<file path="src/rtl/lisa_exec_sequencer.sv">
// lisa_exec_sequencer: fetch/execute sequencer owning PC, inst_len and pred tag for the CFU.
// Optional per-instruction watchdog compiled in with `define LISA_SEQ_WATCHDOG_EN.
module lisa_exec_sequencer #(
  parameter logic [15:0] RESET_PC    = 16'h0000,
  parameter logic [15:0] WDOG_CYCLES = 16'd4096
) (
  input  logic        clk,
  input  logic        rst_n,
  input  logic        start,
  input  logic [15:0] start_pc,
  output logic        fetch_req,
  output logic [15:0] fetch_addr,
  input  logic        fetch_ack,
  input  logic [7:0]  fetch_len,
  output logic        exec_valid,
  input  logic        exec_done,
  input  logic [15:0] cfu_next_pc,
  input  logic        cfu_pred_tag_we,
  input  logic [7:0]  cfu_pred_tag_next,
  input  logic        cfu_halt,
  output logic [15:0] pc,
  output logic [7:0]  inst_len,
  output logic [7:0]  pred_tag,
  output logic        running,
  output logic        halted,
  output logic        fault,
  output logic        wdog_trip,
  output logic [31:0] retired
);
  typedef enum logic [2:0] {IDLE, FETCH, EXEC, HALTED, FAULT} state_t;
  state_t state, state_nx;
  logic launch, commit, wdog_exp;
  assign running    = state == FETCH || state == EXEC;
  assign halted     = state == HALTED;
  assign fault      = state == FAULT;
  assign fetch_addr = pc;
  assign launch     = !running && start;
  assign commit     = state == EXEC && exec_done;
`ifdef LISA_SEQ_WATCHDOG_EN
  logic [15:0] wdog_cnt;
  assign wdog_exp = running && !commit && wdog_cnt == WDOG_CYCLES - 16'd1;
  always_ff @(posedge clk or negedge rst_n)
    if (!rst_n) wdog_cnt <= '0;
    else wdog_cnt <= (state_nx == FETCH && state != FETCH) ? '0 : running ? wdog_cnt + 16'd1 : wdog_cnt;
`else
  assign wdog_exp = 1'b0 & |WDOG_CYCLES;
`endif
  always_comb begin
    state_nx = state;
    if (launch) state_nx = FETCH;
    else if (wdog_exp) state_nx = FAULT;
    else if (state == FETCH && fetch_ack) state_nx = fetch_len == '0 ? FAULT : EXEC;
    else if (commit) state_nx = cfu_halt ? HALTED : FETCH;
  end
  always_ff @(posedge clk or negedge rst_n) begin
    if (!rst_n) begin
      state      <= IDLE;
      fetch_req  <= 1'b0;
      exec_valid <= 1'b0;
      pc         <= RESET_PC;
      inst_len   <= '0;
      pred_tag   <= '0;
      retired    <= '0;
      wdog_trip  <= 1'b0;
    end else begin
      state      <= state_nx;
      fetch_req  <= state_nx == FETCH;
      exec_valid <= state_nx == EXEC;
      wdog_trip  <= launch ? 1'b0 : wdog_trip | wdog_exp;
      if (launch) begin
        pc       <= start_pc;
        pred_tag <= '0;
        retired  <= '0;
      end
      if (state == FETCH && fetch_ack && fetch_len != '0 && !wdog_exp) inst_len <= fetch_len;
      if (commit) begin
        retired <= &retired ? retired : retired + 32'd1;
        if (!cfu_halt) begin
          pc <= cfu_next_pc;
          if (cfu_pred_tag_we) pred_tag <= cfu_pred_tag_next;
        end
      end
    end
  end
endmodule
</file>
<file path="config.mk">
export PLATFORM = sky130hd
export DESIGN_NAME = lisa_exec_sequencer
export DESIGN_NICKNAME = d
export VERILOG_FILES = /design/src/rtl/lisa_exec_sequencer.sv
export SDC_FILE = /design/constraint.sdc
export NUM_CORES = 1
export LEC_CHECK = 0
export ABC_AREA = 1
export ABC_CLOCK_PERIOD_IN_PS = 1700
export CAP_MARGIN = 20
export CORE_UTILIZATION = 46
export DETAILED_ROUTE_END_ITERATION = 8
export PLACE_DENSITY = 0.81
export SLEW_MARGIN = 20
export SYNTH_ARGS = -nofsm -noshare
export SYNTH_HDL_FRONTEND = slang
export SYNTH_SLANG_ARGS = --single-unit
</file>
<file path="constraint.sdc">
create_clock -name clk -period 1.7 [get_ports clk]
set_input_delay 0.17 -clock clk [delete_from_list [all_inputs] [get_ports clk]]
set_output_delay 0.17 -clock clk [all_outputs]
set_load 0.1 [all_outputs]
</file>
# Word level (Yosys, flattened, before mapping)
# Index checks and enable logic that the tools add are counted.
# classes
addsub	1
eq_ne	7
n_mux	16
reduce_logical	11
# ops
op	n
$mux 32	3
$mux 16	3
$add 32x1->32 const B	1
$mux 8	4
$reduce_and 32->1	1
$mux 3	4
$eq 3x2->1 const B	3
$logic_not 8->1	1
$reduce_bool 8->1	1
$eq 3x1->1 const B	2
$logic_and 1x1->1	4
$eq 3x3->1 const B	1
$mux 2	1
$ne 2x2->1 const B	1
$reduce_and 2->1	1
$reduce_bool 2->1	1
$logic_not 1->1	1
$logic_or 1x1->1	1
$mux 1	1
# totals
regBits	70
input_bits	55
wordCells	43

# Depth between registers and ports, before layout
# Gate-level depths: netlist of run 1.
# logic_depth
depth_word	8
mapped_depth	10

# Worst setup path before layout of run 1
# No wires, ideal clock.
# synth_path
kind	register -> output
from	reg state[1]
to	out halted
arrival_ns	2.514
path_slack_ns	-0.984
path_stages_with_launch	3
n_path_buf	0
cell_sequence	dfrtp_1 -> inv_2 -> nor3_1
# synth_via
elab_chain_len	1
# synth_lines
item	line_no	rtl
from (decl)	31	state_t state, state_nx;
from (signal assigned)	66	state <= state_nx;
$eq 3x2->1	34	assign halted = state == HALTED;
to (decl)	25	output logic halted,
# No other way between the ends.

# Final worst setup path of run 1
# layout_path
from	reg retired[0]
to	reg retired[0]
# layout_via
elab_chain_len	3
elab_cells_between_ends	6
cone_classes	add/sub: 1; eq/ne: 1; mux: 2; reduce/logical: 2
# layout_lines
item	line_no	rtl
from (decl)	28	output logic [31:0] retired
from (signal assigned)	77	retired <= &retired ? retired : retired + 32'd1;
$add 32x1->32 / $reduce_and 32->1 (equally long branches)	77	
$mux 32 / $ne 2x2->1 (equally long branches)	n/a	
$mux 32 / $reduce_and 2->1 (equally long branches)	n/a	
# Several ways; a longest one is shown, not always the timed one. The select of a mux whose other input is x is not followed.
# A chain may end at the register's enable or synchronous reset.

==> impl_metrics.ini, run 1 <==
[status]
status = complete, no violations

[logic_synthesis]
syn_area_per_cell_um2 = 7.27
synth_area_leaders = dfrtp_1 (43%), nand2_1 (16%), nand3_1 (9.8%)
synthArstFlopShare = 1.00
synth_most_common_cell = nand2_1
synth_flop_cell = dfrtp_1
yosys.area.top_type = dfrtp_1
yosysTopAreaCellShare = 0.430
synth.distinct_cells = 33
ys_warn_count = 0
ys_top_cells_by_count = nand2_1 (170), nand3_1 (79), dfrtp_1 (69), nor2_1 (64), inv_1 (39)
yosys_register_bits = 69
yosysSeqAreaShare = 0.430
synth_edf_count = 0
synth_cells = 553
synth.cell_area_um2 = 4020
syn_nets = 609

[setup_path]
cp_common_cell = nand2_4
r2r_slack_ns = 0.002
path_depth = 10
path_cells = ha_4 > nand2_4 > nor2_4 > nand2_4 > nor2_8 > nand2_4 > nand2_8 > buf_4 > nand3_1 > o21ai_1
r2r-start = retired[0]
max_stage_delay_ns = 0.47
cp_slowest_cell = dfrtp_4
path_max_fanout = 13
critical_path.endpoint = retired[0]
endpoint_kind = register
critPathTopFamily = simple AND/OR/NAND/NOR gates
worst_setup_path_start_kind = register
worstSetupPathType = register to register
critPathRequiredTime_ns = 1.97
reg2regPathDepth = 10
arrival_ns = 1.97
worst-path-buf-inv = 1
r2r_end = retired[0]
cp-startpoint = retired[0]

[global_route]
track_usage = 0.299
antenna_found_initial = 0
grt_max_degree = 70
grt_pass1_wl_um = 20500
grt_pass1_vias = 4335
overflow = 0

[finish]
fill_cells = 537
final_nets = 768
num_antenna_cells = 0
drive_gt1_frac = 0.332
syn_to_final_growth_pct = 64.7
design_area_um2 = 6620

[sta]
rsz0062_at_grt = true
hold_slack_ns = 0.358
fin_worst_skew_ns = 0.0124
setup_viol = 0
period_share = 0.999
timing.fmax_mhz = 589
slew_viol_final = 0
hold_viol = 0
min_period_ns = 1.70

[cts]
root_buffer = clkbuf_8
cts_buffers = 9
cts_buffer_depth = 2
cts.sinks = 69
path_clk_slew_ns = 0.08
h-tree-depth = 3
cts_tree = yes
clock_latency_ns = 0.36

[placement]
place_area_um2 = 6350
place.gp.congestion = 0.893
hpwl_um = 9770
io_buffers = 139

[drt]
wl_per_cell_um = 15.8
via_count = 4419
drtIter0Drc = 366
drtAntennaViolNets = 0
routed_wl_um = 12900
drcViolationCount = 0
firstDrtPassIters = 5
vias_per_cell = 5.38

[floorplanning]
row_count = 33
core_um2 = 8340
initial_core_util = 0.482
fp.dieArea_um2 = 9110
die_y_um = 95.5
chipWidth_um = 95.5
io_pins = 141

[pwr]
p_per_area_nw_per_um2 = 1650
ir_worst_vdd_mv = 2.60
p_total_w = 0.0109
power_leakage_nw = 3.00

[run]
cap_violations = 0

[worst_hold_path]
min_path_type = input port to asynchronous set/reset pin
-- tightest hold or removal path: stages --
cell	delay, ns
dlygate4sd3_1	0.52
buf_2	0.12
buf_12	0.31
-- layout by cell type, fill, tap and decap left out, drive strengths merged --
cell,Yosys,routed
a21oi,2,2
buf,27,128
clkbuf,7,14
clkdlybuf4s50,0,53
clkinv,0,2
conb,1,1
dfrtp,69,69
dlygate4sd3,0,1
ha,1,1
inv,43,43
nand2,177,177
nand3,81,81
nand3b,4,4
nand4,5,5
nor2,73,73
nor3,2,2
o21ai,50,50
or2,2,2
xnor2,2,2
xor2,7,7
-- layer usage --
layer	wire (µm)	global-route usage	share of wire
met2	6350	0.499	0.49
met3	1080	0.0877	0.083
met5	0	0	0
met1	5100	0.358	0.39
met4	414	0.131	0.032
-- worst min-delay path by stage --
stage,to,slack (ns),depth (start not counted)
global route,fetch_addr[8],0.37,3
detailed placement,retired[9],0.22,2
finish,retired[11],0.36,3
global placement,retired[13],0.22,2
floorplan,exec_valid,-0.13,0
CTS,fetch_addr[8],0.36,3
-- area by class of cell --
type	instances	area [µm²]	area share
Clock inverter	2	10.0	0.00151
Tap cell	105	131	0.0198
Timing Repair Buffer	182	2270	0.343
Sequential cell	69	1790	0.271
Multi-Input combinational cell	407	2100	0.317
Clock buffer	14	153	0.0231
Inverter	43	164	0.0248
-- sequential cells by signal, summed over array words and instances, names as in the netlist --
name        flops
retired        32
pred_tag        8
fetch_req       1
inst_len        8
state           3
exec_valid      1
fetch_addr     16
-- logic make-up after synthesis --
logic type / count (synthesis) / share of synthesized area
other: 1 / 0.000933
flip-flops: 69 / 0.430
buffers and inverters: 77 / 0.0965
AO/OA/AOI/OAI: 52 / 0.0666
XOR/XNOR: 9 / 0.0196
AND/OR/NAND/NOR: 344 / 0.384
adder cells (fa/ha/maj): 1 / 0.00311
-- through the flow --
stage | utilization | setup TNS, ns | setup WS (ns) | std cells
global placement | 0.762 | 0 | 0.0868 | 796
detailed placement | 0.762 | 0 | 0.00399 | 796
finish | 0.794 | 0 | 0.00240 | 822
floorplan | - | -1.49 | -0.128 | 553
global route | 0.794 | -0.510 | -0.100 | 822
CTS | 0.786 | 0 | 0.0347 | 817
-- power breakdown --
part	total (W)	leakage, nW	internal (W)	switching [W]
Sequential	0.00249	0.840	0.00202	0.000472
Combinational	0.00726	2.07	0.00198	0.00528
Clock	0.00118	0.0844	0.000568	0.000614
Total	0.0109	3.00	0.00456	0.00637
-- repair_timing --
action | in CTS | in global routing
buffers inserted | 4 | 5
hold endpoints to repair | 69 | 0
pin swaps | 1 | 3
hold buffers | 1 | 0
endpoints found under the setup margin | 2 | 32
gates resized for setup | 0 | 11
Power figures use the tool's default switching activity.
==> inputs of run 2 (changes only) <==
--- a/config.mk
+++ b/config.mk
@@ -11,6 +11,7 @@
 export CORE_UTILIZATION = 46
 export DETAILED_ROUTE_END_ITERATION = 8
 export PLACE_DENSITY = 0.81
+export SKIP_CTS_REPAIR_TIMING = 1
 export SLEW_MARGIN = 20
 export SYNTH_ARGS = -nofsm -noshare
 export SYNTH_HDL_FRONTEND = slang
==> impl_metrics.ini, run 2 (same netlist as run 1, synthesis figures left out) <==
[sta]
timing.fmax_mhz = 598
slew_viol_final = 0
fin_ws_ns = 0.0265
hold_viol = 0
rsz0062_at_grt = true
setup_viol = 0
period_share = 0.984
finalSetupTns_ns = 0
fin_worst_skew_ns = 0.0134
min_period_ns = 1.67

[cts]
root_buffer = clkbuf_8
cts.sinks = 69
cts_tree = yes
path_clk_slew_ns = 0.08
cts_buffer_depth = 2
h-tree-depth = 3
cts_buffers = 9
clock_latency_ns = 0.36

[floorplanning]
core_um2 = 8340
chipWidth_um = 95.5
initial_core_util = 0.482
die_y_um = 95.5
row_count = 33
io_pins = 141
fp.dieArea_um2 = 9110

[drt]
wl_per_cell_um = 15.9
drtAntennaViolNets = 0
drtIter0Drc = 344
firstDrtPassIters = 5
vias_per_cell = 5.41
via_count = 4461
drcViolationCount = 0
routed_wl_um = 13100

[setup_path]
r2r-start = retired[9]
r2r_slack_ns = 0.03
reg2regPathDepth = 9
worst_setup_path_start_kind = register
path_max_fanout = 15
max_stage_delay_ns = 0.49
cp_common_cell = nand2_2
worstSetupPathType = register to register
path_cells = nand2_2 > nor2_2 > nand2_2 > nor2_8 > nand2_4 > nand2_8 > buf_4 > nand3_1 > o21ai_1
endpoint_kind = register
r2r_end = retired[0]
critPathRequiredTime_ns = 1.98
cp_slowest_cell = dfrtp_4
arrival_ns = 1.95

[finish]
drive_gt1_frac = 0.333
num_antenna_cells = 0
final_cell_mix = nand2_1 (168), buf_4 (67), nor2_1 (61), buf_12 (61), clkdlybuf4s50_1 (53)
fill_cells = 532
multi_input_area_um2 = 2100
final_nets = 771
layout_commonest_cell = nand2_1
largest_reg_flops = 32
instances_no_fill = 825
ff_latch_area_um2 = 1790
syn_to_final_growth_pct = 65.2
largest-register = retired
design_area_um2 = 6640

[worst_hold_path]
min_path_type = input port to asynchronous set/reset pin

[global_route]
grt_pass1_vias = 4304
grt_max_degree = 70
grt_pass1_wl_um = 20300
track_usage = 0.296
antenna_found_initial = 0
overflow = 0

[pwr]
ir_worst_vdd_mv = 2.61
power_leakage_nw = 3.01
p_total_w = 0.0110
p_per_area_nw_per_um2 = 1650

[placement]
hpwl_um = 9770
io_buffers = 139
place.gp.congestion = 0.893
post-place-cells = 796
place_area_um2 = 6350
dp_worst_setup_slack_ns = 0.00399

[run]
cap_violations = 0

[status]
status = complete, no violations
run 2: cell count changes in the layout (fill, tap and decap cells not counted), sizes merged:
cell  change
buf       +3
run 2: power breakdown:
| group | leakage, nW | internal [W] | switching (W) |
|---|---|---|---|
| Clock | 0.0844 | 0.000568 | 0.000620 |
| Combinational | 2.09 | 0.00199 | 0.00529 |
| Sequential | 0.840 | 0.00202 | 0.000473 |
run 2: worst max-delay path by stage:
stage	from	endpoint	depth (start not counted)
floorplan	state[1]	fault	1
global route	retired[0]	retired[13]	9
global placement	retired[1]	retired[9]	10
finish	retired[9]	retired[0]	9
CTS	retired[1]	retired[19]	10
detailed placement	retired[1]	retired[19]	10
run 2: layout make-up:
type | count | area share
clock buffers | 14 | 0.0230
repair buffers | 185 | 0.345
well taps | 105 | 0.0198
multi-input cells | 407 | 0.316
inverters | 43 | 0.0247
flip-flops and latches | 69 | 0.270
clock inverters | 2 | 0.00151
run 2: routing by layer:
metal	share of wire	GRT usage
met1	0.39	0.352
met2	0.50	0.495
met3	0.085	0.0893
met4	0.031	0.129
met5	0	0
run 2: per-stage QoR:
step | hold WS [ns] | utilization
floorplan | -0.126 | -
detailed placement | 0.219 | 0.762
global placement | 0.219 | 0.762
CTS | -0.156 | 0.781
global route | 0.370 | 0.796
finish | 0.350 | 0.796
run 2: worst max-delay path, delay by kind of cell, from the launching register on:
| family | cells | cell delay (ns) |
|---|---|---|
| DFF | 1 | 0.49 |
| and+or+nand+nor | 7 | 0.83 |
| buffers and inverters | 1 | 0.14 |
| AOI/OAI and AO/OA | 1 | 0.11 |
==> inputs of run 3 (changes only) <==
--- a/config.mk
+++ b/config.mk
@@ -8,9 +8,10 @@
 export ABC_AREA = 1
 export ABC_CLOCK_PERIOD_IN_PS = 1700
 export CAP_MARGIN = 20
-export CORE_UTILIZATION = 46
+export CORE_UTILIZATION = 47
+export CTS_BUF_LIST = sky130_fd_sc_hd__clkbuf_4 sky130_fd_sc_hd__clkbuf_8
 export DETAILED_ROUTE_END_ITERATION = 8
-export PLACE_DENSITY = 0.81
+export PLACE_DENSITY = 0.83
 export SKIP_CTS_REPAIR_TIMING = 1
 export SLEW_MARGIN = 20
 export SYNTH_ARGS = -nofsm -noshare
==> impl_metrics.ini, run 3 (same netlist as run 1, synthesis figures left out) <==
[drt]
firstDrtPassIters = 5
drtAntennaViolNets = 0
drtIter0Drc = 301
via_count = 4552
vias_per_cell = 5.55
wl_per_cell_um = 15.9
drcViolationCount = 0
routed_wl_um = 13000

[cts]
root_buffer = clkbuf_8
cts_buffers = 9
cts_buffer_depth = 2
clock_latency_ns = 0.36
cts.sinks = 69
h-tree-depth = 3
path_clk_slew_ns = 0.08
cts_tree = yes

[finish]
design_area_um2 = 6680
finish.utilization = 0.808
drive_gt1_frac = 0.338
syn_to_final_growth_pct = 66.1
instances_no_fill = 820
final_cell_mix = nand2_1 (167), buf_12 (62), buf_4 (62)
num_antenna_cells = 0
largest-register = retired
largest_reg_flops = 32
layout_commonest_cell = nand2_1
final_nets = 766

[floorplanning]
core_um2 = 8260
io_pins = 141
initial_core_util = 0.487
row_count = 33
die_y_um = 94.5
chipWidth_um = 94.5
fp.dieArea_um2 = 8920

[pwr]
power_leakage_nw = 3.02
ir_worst_vdd_mv = 2.23
p_per_area_nw_per_um2 = 1690

[setup_path]
cp_common_cell = nand2_4
arrival_ns = 1.91
critPathTopFamily = simple AND/OR/NAND/NOR gates
endpoint_kind = register
max_stage_delay_ns = 0.46
cp_slowest_cell = dfrtp_4
path_cells = ha_4 > nand2_4 > nor2_4 > nand2_4 > nor2_8 > nand2_4 > nand2_8 > buf_12 > nand3_2 > o21ai_1
r2r-start = retired[1]
worst_setup_path_start_kind = register
critPathRequiredTime_ns = 1.97
path_max_fanout = 11
worstSetupPathType = register to register
cp-startpoint = retired[1]
worst-path-buf-inv = 1

[sta]
slew_viol_final = 0
fin_ws_ns = 0.0555
timing.fmax_mhz = 608
setup_viol = 0
fin_worst_skew_ns = 0.00893
hold_viol = 0
period_share = 0.967
hold_slack_ns = 0.348
min_period_ns = 1.64

[global_route]
grt_pass1_vias = 4411
grt_pass1_wl_um = 21100
grt_max_degree = 70
track_usage = 0.308
antenna_found_initial = 0
overflow = 0

[placement]
io_buffers = 139
hpwl_um = 9540
place_area_um2 = 6360
dp_worst_setup_slack_ns = 0.000863
place.gp.congestion = 0.905
post-place-cells = 795

[worst_hold_path]
min_path_type = input port to register
min_from = cfu_next_pc[10]

[run]
cap_violations = 0

[status]
status = complete, no violations
## run 3: layer usage
metal  part of all wire  track usage
met4              0.026        0.145
met3              0.080       0.0717
met1               0.38        0.365
met2               0.51        0.527
met5                  0            0
## run 3: final timing paths
| path | endpoint | slack, ns | cells past startpoint |
|---|---|---|---|
| max | retired[14] | 0.06 | 10 |
| min | fetch_addr[10] | 0.35 | 3 |
| max reg2reg | retired[14] | 0.06 | 10 |
| min reg2reg | inst_len[7] | 0.50 | 2 |
| max in group asynchronous | retired[1] | 0.99 | 3 |
| min in group asynchronous | fetch_addr[1] | 0.36 | 3 |
## run 3: final cells by class
class	count	area (µm²)
clock inverters	6	86.3
clock buffers	10	138
well taps	105	131
multi-input cells	407	2100
inverters	43	166
fillers	502	1580
flip-flops and latches	69	1790
repair buffers	180	2260
## run 3: power breakdown
part	total (W)	switching, W	internal (W)
clock	0.00153	0.000665	0.000863
sequential	0.00248	0.000468	0.00201
combinational	0.00730	0.00529	0.00200
## run 3: tightest hold or removal path: stages
cell and delay, ns:
clkdlybuf4s50_1 0.39, nand2_1 0.06, o21ai_1 0.05
## run 3: stage by stage
step / total power, W / TNS, ns
4_1_cts: 0.0112 / -0.0880
5_1_grt: 0.0116 / -0.0324
3_5_place_dp: 0.00971 / 0
6_report: 0.0113 / 0
3_3_place_gp: 0.00960 / 0
2_1_floorplan: 0.00755 / -1.49
